File: src/rtl/wb_stage_regfile.sv
// Write-back stage with integrated register file, load request/response FSM,
// lane extraction, bypassed decode read ports and a registered retire trace.
module wb_stage_regfile #(
    parameter int XLEN         = 32,
    parameter int NUM_REGS     = 32,
    parameter int NUM_RD_PORTS = 2,
    parameter int CNT_W        = 64
) (
    input  logic                           clk_i,
    input  logic                           rst_i,
    input  logic                           valid_i,
    output logic                           ready_o,
    input  logic [XLEN-1:0]                pc_i,
    input  logic [31:0]                    instr_i,
    input  logic                           rf_we_i,
    input  logic [XLEN-1:0]                alu_out_i,
    output logic                           load_req_o,
    output logic [XLEN-1:0]                load_addr_o,
    input  logic                           load_rvalid_i,
    input  logic [XLEN-1:0]                load_rdata_i,
    input  logic [NUM_RD_PORTS*5-1:0]      rs_addr_i,
    output logic [NUM_RD_PORTS*XLEN-1:0]   rs_data_o,
    output logic                           misalign_o,
    output logic                           retire_valid_o,
    output logic [XLEN-1:0]                retire_pc_o,
    output logic [31:0]                    retire_instr_o,
    output logic [CNT_W-1:0]               retire_count_o
);

    localparam int         OFFW  = $clog2(XLEN / 8);
    localparam int         AW    = $clog2(NUM_REGS);
    localparam logic [5:0] NREGS = 6'(NUM_REGS);

    typedef enum logic {IDLE, WAIT_LOAD} state_e;

    state_e            state_q, state_d;
    logic [2:0]        ld_f3_q, ld_f3_d;
    logic [4:0]        ld_rd_q, ld_rd_d;
    logic [OFFW-1:0]   ld_off_q, ld_off_d;
    logic [XLEN-1:0]   ld_pc_q, ld_pc_d;
    logic [31:0]       ld_instr_q, ld_instr_d;
    logic [XLEN-1:0]   regs_q [NUM_REGS];
    logic [XLEN-1:0]   regs_d [NUM_REGS];
    logic              ret_valid_q, ret_valid_d;
    logic [XLEN-1:0]   ret_pc_q, ret_pc_d;
    logic [31:0]       ret_instr_q, ret_instr_d;
    logic [CNT_W-1:0]  ret_cnt_q, ret_cnt_d;
    logic              misalign_q, misalign_d;

    logic [6:0]        opcode;
    logic [2:0]        funct3;
    logic [4:0]        rd;
    logic [OFFW-1:0]   off;
    logic              accept, is_load, mis, resp;
    logic              we, we_ok;
    logic [4:0]        waddr;
    logic [XLEN-1:0]   wdata, ld_data, sh;

    assign opcode      = instr_i[6:0];
    assign funct3      = instr_i[14:12];
    assign rd          = instr_i[11:7];
    assign off         = alu_out_i[OFFW-1:0];
    assign ready_o     = (state_q == IDLE) && !rst_i;
    assign accept      = valid_i && ready_o;
    assign is_load     = rf_we_i && (opcode == 7'b0000011);
    assign load_req_o  = accept && is_load && !mis;
    assign load_addr_o = alu_out_i & ~(XLEN'(XLEN / 8 - 1));
    assign resp        = (state_q == WAIT_LOAD) && load_rvalid_i && !rst_i;

    // Illegal funct3 never counts as misaligned: it is requested and writes 0.
    always_comb begin
        mis = 1'b0;
        case (funct3)
            3'b001, 3'b101: mis = off[0];
            3'b010:         mis = |off[1:0];
            3'b110:         mis = (XLEN == 64) && (|off[1:0]);
            3'b011:         mis = (XLEN == 64) && (|off);
            default:        mis = 1'b0;
        endcase
    end

    assign sh = load_rdata_i >> {ld_off_q, 3'b000};

    always_comb begin
        ld_data = '0;
        case (ld_f3_q)
            3'b000:  ld_data = XLEN'($signed(sh[7:0]));
            3'b100:  ld_data = XLEN'(sh[7:0]);
            3'b001:  ld_data = XLEN'($signed(sh[15:0]));
            3'b101:  ld_data = XLEN'(sh[15:0]);
            3'b010:  ld_data = XLEN'($signed(sh[31:0]));
            3'b110:  ld_data = (XLEN == 64) ? XLEN'(sh[31:0]) : '0;
            3'b011:  ld_data = (XLEN == 64) ? sh : '0;
            default: ld_data = '0;
        endcase
    end

    always_comb begin
        we    = 1'b0;
        waddr = rd;
        wdata = alu_out_i;
        if (resp) begin
            we    = 1'b1;
            waddr = ld_rd_q;
            wdata = ld_data;
        end else if (accept && rf_we_i && !is_load) begin
            we = 1'b1;
            if (opcode == 7'b1101111 || opcode == 7'b1100111)
                wdata = pc_i + XLEN'(4);
        end
    end

    assign we_ok = we && (waddr != 5'd0) && ({1'b0, waddr} < NREGS);

    always_comb begin
        regs_d = regs_q;
        if (we_ok)
            regs_d[waddr[AW-1:0]] = wdata;
        regs_d[0] = '0;
    end

    for (genvar k = 0; k < NUM_RD_PORTS; k++) begin : g_rd
        logic [4:0] a;
        assign a = rs_addr_i[k*5 +: 5];
        assign rs_data_o[k*XLEN +: XLEN] =
            (a == 5'd0 || {1'b0, a} >= NREGS) ? '0 :
            (we_ok && waddr == a)             ? wdata :
                                                regs_q[a[AW-1:0]];
    end

    always_comb begin
        state_d     = state_q;
        ld_f3_d     = ld_f3_q;
        ld_rd_d     = ld_rd_q;
        ld_off_d    = ld_off_q;
        ld_pc_d     = ld_pc_q;
        ld_instr_d  = ld_instr_q;
        ret_valid_d = 1'b0;
        ret_pc_d    = ret_pc_q;
        ret_instr_d = ret_instr_q;
        ret_cnt_d   = ret_cnt_q;
        misalign_d  = accept && is_load && mis;
        if (resp) begin
            state_d     = IDLE;
            ret_valid_d = 1'b1;
            ret_pc_d    = ld_pc_q;
            ret_instr_d = ld_instr_q;
        end else if (load_req_o) begin
            state_d    = WAIT_LOAD;
            ld_f3_d    = funct3;
            ld_rd_d    = rd;
            ld_off_d   = off;
            ld_pc_d    = pc_i;
            ld_instr_d = instr_i;
        end else if (accept) begin
            ret_valid_d = 1'b1;
            ret_pc_d    = pc_i;
            ret_instr_d = instr_i;
        end
        if (ret_valid_d)
            ret_cnt_d = ret_cnt_q + CNT_W'(1);
    end

    always_ff @(posedge clk_i) begin
        if (rst_i) begin
            state_q     <= IDLE;
            ld_f3_q     <= '0;
            ld_rd_q     <= '0;
            ld_off_q    <= '0;
            ld_pc_q     <= '0;
            ld_instr_q  <= '0;
            for (int i = 0; i < NUM_REGS; i++)
                regs_q[i] <= '0;
            ret_valid_q <= 1'b0;
            ret_pc_q    <= '0;
            ret_instr_q <= '0;
            ret_cnt_q   <= '0;
            misalign_q  <= 1'b0;
        end else begin
            state_q     <= state_d;
            ld_f3_q     <= ld_f3_d;
            ld_rd_q     <= ld_rd_d;
            ld_off_q    <= ld_off_d;
            ld_pc_q     <= ld_pc_d;
            ld_instr_q  <= ld_instr_d;
            regs_q      <= regs_d;
            ret_valid_q <= ret_valid_d;
            ret_pc_q    <= ret_pc_d;
            ret_instr_q <= ret_instr_d;
            ret_cnt_q   <= ret_cnt_d;
            misalign_q  <= misalign_d;
        end
    end

    assign misalign_o     = misalign_q;
    assign retire_valid_o = ret_valid_q;
    assign retire_pc_o    = ret_pc_q;
    assign retire_instr_o = ret_instr_q;
    assign retire_count_o = ret_cnt_q;

endmodule

File: config.mk
export PLATFORM = sky130hd
export DESIGN_NAME = wb_stage_regfile
export DESIGN_NICKNAME = d
export VERILOG_FILES = /design/src/rtl/wb_stage_regfile.sv
export SDC_FILE = /design/constraint.sdc
export NUM_CORES = 2
export LEC_CHECK = 0
export CAP_MARGIN = 20
export CORE_MARGIN = 1
export CORE_UTILIZATION = 52
export CTS_BUF_LIST = sky130_fd_sc_hd__clkbuf_4 sky130_fd_sc_hd__clkbuf_8 sky130_fd_sc_hd__clkbuf_16
export DETAILED_ROUTE_END_ITERATION = 7
export PLACE_DENSITY = 0.74
export SYNTH_ARGS = -nofsm -noshare
export SYNTH_HDL_FRONTEND = slang
export SYNTH_SLANG_ARGS = --single-unit
File: constraint.sdc
create_clock -name clk_i -period 3.69 [get_ports clk_i]
set_input_delay 0.5535 -clock clk_i [delete_from_list [all_inputs] [get_ports clk_i]]
set_output_delay 0.5535 -clock clk_i [all_outputs]
set_load 0.03 [all_outputs]
# Word-level counts from Yosys, hierarchy flattened
# Index checks and enable logic that the tools add are counted.
[totals]
ff_bits = 1229
inputBits = 143
output_inout_bits = 228
word_cells = 126
[classes]
n_addsub = 2
order_cmp = 4
eq_ne = 13
shift = 1
n_mux = 30
bitwise_logic = 5
n_reduce_logical = 28
[ops]
columns = ["op", "count"]
rows = [
  ["1024-bit bitwise mux", 1],
  ["32-bit 2-to-1 mux", 18],
  ["32-bit binary-select mux with 5-bit select", 2],
  ["32-bit demux with 5-bit select", 1],
  ["32-bit one-hot mux with 5 select lines", 1],
  ["64-bit by 1-bit adder with 64-bit output (second input constant)", 1],
  ["32-bit by 3-bit adder with 32-bit output (second input constant)", 1],
  ["32-bit by 5-bit >> shifter with 32-bit output", 1],
  ["6-bit greater-or-equal comparator (second input constant)", 3],
  ["5-bit inverter with 6-bit output", 3],
  ["7-bit == test (second input constant)", 2],
  ["1-bit logical AND", 14],
  ["5-bit == test", 2],
  ["5-bit zero test", 2],
  ["3-bit == test (second input constant)", 3],
  ["7-bit by 2-bit == test with 1-bit output (second input constant)", 1],
  ["3-bit by 1-bit == test with 1-bit output (second input constant)", 2],
  ["3-bit by 2-bit == test with 1-bit output (second input constant)", 2],
  ["6-bit by 1-bit < comparator with 1-bit output (second input constant)", 1],
  ["2-bit OR reduction", 3],
  ["1-bit 2-to-1 mux", 5],
  ["5-bit 2-to-1 mux", 1],
  ["5-bit nonzero test", 1],
  ["2-bit AND reduction", 2],
  ["7 further kinds", 10],
]

# Depth between registers and ports, before layout
[logic_depth]
word_depth = 11
ltp_mapped = 11
ltp_nobuf = 7

# Worst setup path before layout
# Ideal clock, no wire load.
[synth_timing]
kind = "input to output"
startpoint = "in pc_i[8]"
endpoint = "out rs_data_o[27]"
arrival_ns = 2.989
t_required_ns = 3.137
slack_ns = 0.148
path_stages = 9
n_path_buf = 3
cell_sequence = "buf_2 nand4_2 or4_1 buf_2 or4_1 a31oi_1 nand2_2 buf_6 mux2i_1"
[synth_via]
elab_chain_cells = 6
[synth_rtl]
columns = ["item", "line", "rtl"]
rows = [
  ["start, declared", "13", "input logic [XLEN-1:0] pc_i,"],
  ["32-bit by 3-bit adder with 32-bit output", "109", "wdata = pc_i + XLEN'(4);"],
  ["32-bit 2-to-1 mux", "108", "if (opcode == 7'b1101111 || opcode == 7'b1100111)"],
  ["32-bit 2-to-1 mux", "106", "end else if (accept && rf_we_i && !is_load) begin"],
  ["32-bit 2-to-1 mux", "102", "if (resp) begin"],
  ["32-bit 2-to-1 mux", "127", "(we_ok && waddr == a) ? wdata :"],
  ["32-bit 2-to-1 mux", "126", "(a == 5'd0 || {1'b0, a} >= NREGS) ? '0 :"],
  ["end, declared", "22", "output logic [NUM_RD_PORTS*XLEN-1:0] rs_data_o,"],
]
# No other way between the ends.

# Worst setup path in the final report
[layout_timing]
startpoint = "reg regs_q[560] (netlist name)"
endpoint = "out rs_data_o[16]"
[layout_via]
elab_chain_cells = 5
[layout_rtl]
columns = ["item", "line", "rtl"]
rows = [
  ["start, declared", "42", "logic [XLEN-1:0] regs_q [NUM_REGS];"],
  ["start signal, assigned", "186", "regs_q <= regs_d;"],
  ["32-bit binary-select mux with 5-bit select", "128", "regs_q[a[AW-1:0]];"],
  ["32-bit 2-to-1 mux (not written as such) (2 in series)", "128", ""],
  ["32-bit 2-to-1 mux", "127", ""],
  ["32-bit 2-to-1 mux", "126", ""],
]
# No other way between the ends. The select of a mux whose other input is x is not followed.

==> metrics <==
status finished with violations; failing checks setup timing; ys flop type dfxtp_1; pwr/cell area 399 mW/mm²; final core utilization 64.6%; met2 WL 99.3 mm; DP Cell Count 8064; number of synthesized flops with an enable pin 0; dpl ws -0.315 ns; Slowest-stage cell, CP mux4_2; setup TNS -0.108 ns; largest net degree at the start of global routing 289; Mean Syn Cell Area 9.50 µm²; Unique masters post-synth 84; Leakage Power 26.2 nW; vias in the first global route 54300; critical path class reg -> out; cell area after layout 0.0753 mm²; Initial Util 52.6%; Final setup viols 6; Horiz. Die Dim 345 µm; Worst path depth 7; Hold WS 0.240 ns; total grt overflow 0; Die H 345 µm; RR Endpoint regs_q[941]; sequential share of the synthesized area 38.8%; CTS Buf Count 132; DRT Pass-1 Iters 6; clk_skew 0.0227 ns; RSZ-0062 raised after global routing yes; worst slew margin relative to its limit 14.6%; family with the most delay on the worst path multiplexers; num rows 125; synth warn 0; Post-Synthesis Cells 6453; Max Cap Viol 0; Max Fclk 0.269 GHz; max-slew violations 0; Clk Latency, worst-skew pair 0.77 ns; die footprint 0.119 mm²; Slew @ Worst Pin 1.28 ns; final RePlAce weighted congestion 0.975; CTS Root Cell clkbuf_16; DRC errors left 0; WL met3 30.5 mm; clk slew on worst S/H paths 0.06 ns; worst-case clock buffer depth 3; CP Buf/Inv Count 1; CTS H-tree lvls 4; Critical Path Sink rs_data_o[16]; Top Layer Used met5; synthesized area 0.0613 mm²; routed wire length 224 mm; Worst Path Required 3.14 ns; Tmin final 3.72 ns; Critical Path End Type primary output; reg-to-reg setup timing slack 0.25 ns; CP startpoint regs_q[560]; post-route ant nets 0; routed length per instance 26.8 µm; critical path launch point type flip-flop; io pins 371; Overall Power 30.1 mW; drt initial violations 7786; worst reg2reg path depth 9; # clock sinks 1189; fraction of the cycle the final worst path needs 101%; Final #Nets 6859; routed vias 56300; DRT met1 WL 82.0 mm; share of synthesized registers carrying an async set or reset 0%; first-pass GRT wire length 332 mm; Port Buffers 368; Final Instance Count excl. Fillers 8350; Final WS setup -0.0316 ns; min-delay worst type in -> reg; Crit Path Max Fanout 3; CP arrival 3.17 ns; final hold violation count 0; layout cell share with drive strength beyond 1 22.6%; peak supply drop 0.000399 V; post-place instance area 0.0693 mm²; core area 0.117 mm²; CTS tree done; HPWL Detailed 146 mm; P&R area growth vs syn 22.9%; crit path cell chain mux4_2 > mux2i_1 > nand2_1 > o2111ai_1 > o221ai_1 > mux2_2 > buf_12; GRT Total Usage 36.1%; Vias per Instance 6.75; initial antenna violation count 20; largest stage delay on the critical path 0.47 ns; Worst R2R Start state_q; flops & latches, synth 1189
-- worst register-to-register path, stage by stage, from the launching register on --
cell and delay [ns]:
dfxtp_4 0.38, nand3b_1 0.16, buf_4 0.19, bufbuf_16 0.27, or3_1 0.36, o21ai_0 0.43, nor2b_4 0.96, buf_4 0.32
nor2_1 0.06, a211oi_1 0.22
-- synthesized netlist by cell type, types with 14 or more instances --
master,n,share of area [%]
dfxtp_1,1189,39
nor2_1,1128,6.9
a211oi_1,598,7.3
clkbuf_1,517,3.2
mux4_2,433,16
mux2i_1,348,5.7
nand2_1,341,2.1
nand3b_1,246,3.0
nor3_1,202,1.6
a21oi_1,179,1.5
o21ai_0,159,1.3
buf_2,134,1.1
o21ai_1,123,1.0
mux2_2,82,1.5
nand4_1,77,0.79
a221oi_1,70,1.0
nand3_1,67,0.55
a2111oi_0,52,0.74
buf_1,49,0.30
o22ai_1,48,0.49
xnor2_1,38,0.54
buf_4,34,0.42
a31oi_1,27,0.28
inv_1,26,0.16
nor4_1,23,0.23
xor2_1,21,0.30
nor2b_1,19,0.19
nand2b_1,18,0.18
or3_1,16,0.16
and2_1,15,0.15
and4_1,14,0.20
-- metal layers --
metal,vias up,track usage (%)
met2,3861,54.8
li1,24400,-
met4,12,19.4
met3,759,12.6
met5,-,0.720
met1,27300,45.2
-- power by group --
part	switching (mW)	internal [mW]	total (mW)
clock network	5.73	8.21	13.9
registers	0.0577	12.9	13.0
logic	1.92	1.24	3.16
total	7.71	22.4	30.1
-- logic make-up after synthesis --
| group | synth area share (%) |
|---|---|
| compound gates | 15.1 |
| fa+ha+maj | 0.0408 |
| flops | 38.8 |
| mux | 23.3 |
| simple gates | 16.6 |
| xor+xnor | 0.843 |
| buf+inv | 5.26 |
| other cells | 0.00612 |
-- what timing repair did --
item                                   CTS  global route
setup endpoints to repair               64            64
cloned                                   2             3
pin swaps                               17            24
setup buffers                           12            17
gates resized for setup                 88           121
endpoints found under the hold margin    1             0
hold buffers                             1             0
-- worst min-delay path by stage --
stage	start	to	slack, ns	cells past startpoint
2_1_floorplan	ld_instr_q[2]	ld_instr_q[2]	0.43	1
3_3_place_gp	ld_pc_q[1]	ld_pc_q[1]	0.44	2
3_5_place_dp	ld_instr_q[2]	ld_instr_q[2]	0.45	1
4_1_cts	rst_i	retire_instr_o[7]	0.27	4
5_1_grt	pc_i[3]	ld_pc_q[3]	0.25	4
6_report	pc_i[3]	ld_pc_q[3]	0.24	4
-- flip-flops by register name (all words and copies together), names as in the netlist, 2 cells and up --
name            cells
ld_instr_q         26
regs_q            992
ld_f3_q             2
retire_pc_o        32
ld_off_q            2
retire_count_o     64
retire_instr_o     32
ld_rd_q             4
ld_pc_q            32
-- layout make-up --
type                            instances  area (µm²)
Multi-Input combinational cell       4497       35500
Tap cell                             1524        1910
Inverter                               28         110
Timing Repair Buffer                  866        9380
Fill cell                            8867       41200
Sequential cell                      1189       23800
Clock inverter                         39         593
Clock buffer                          196        4000
Antenna cell                           11        27.5
-- placed cells by master, fill, tap and decap left out, types with 26 or more instances in the layout --
cell type	count
mux2_2	80
inv_1	26
clkdlybuf4s50_1	279
nor2_1	1093
clkbuf_16	136
clkbuf_8	31
nor3_1	197
o21ai_1	122
mux2i_1	304
a21oi_1	169
o21ai_0	154
nand3_1	66
a211oi_1	597
nand4_1	77
a2111oi_0	49
mux2i_4	26
mux4_2	433
o22ai_1	46
nor2_4	28
clkbuf_4	33
dfxtp_1	1186
nand2_1	337
buf_4	382
a221oi_1	66
nand3b_1	246
xnor2_1	38
buf_12	144
Note: power is estimated with default switching activity, not from simulation.
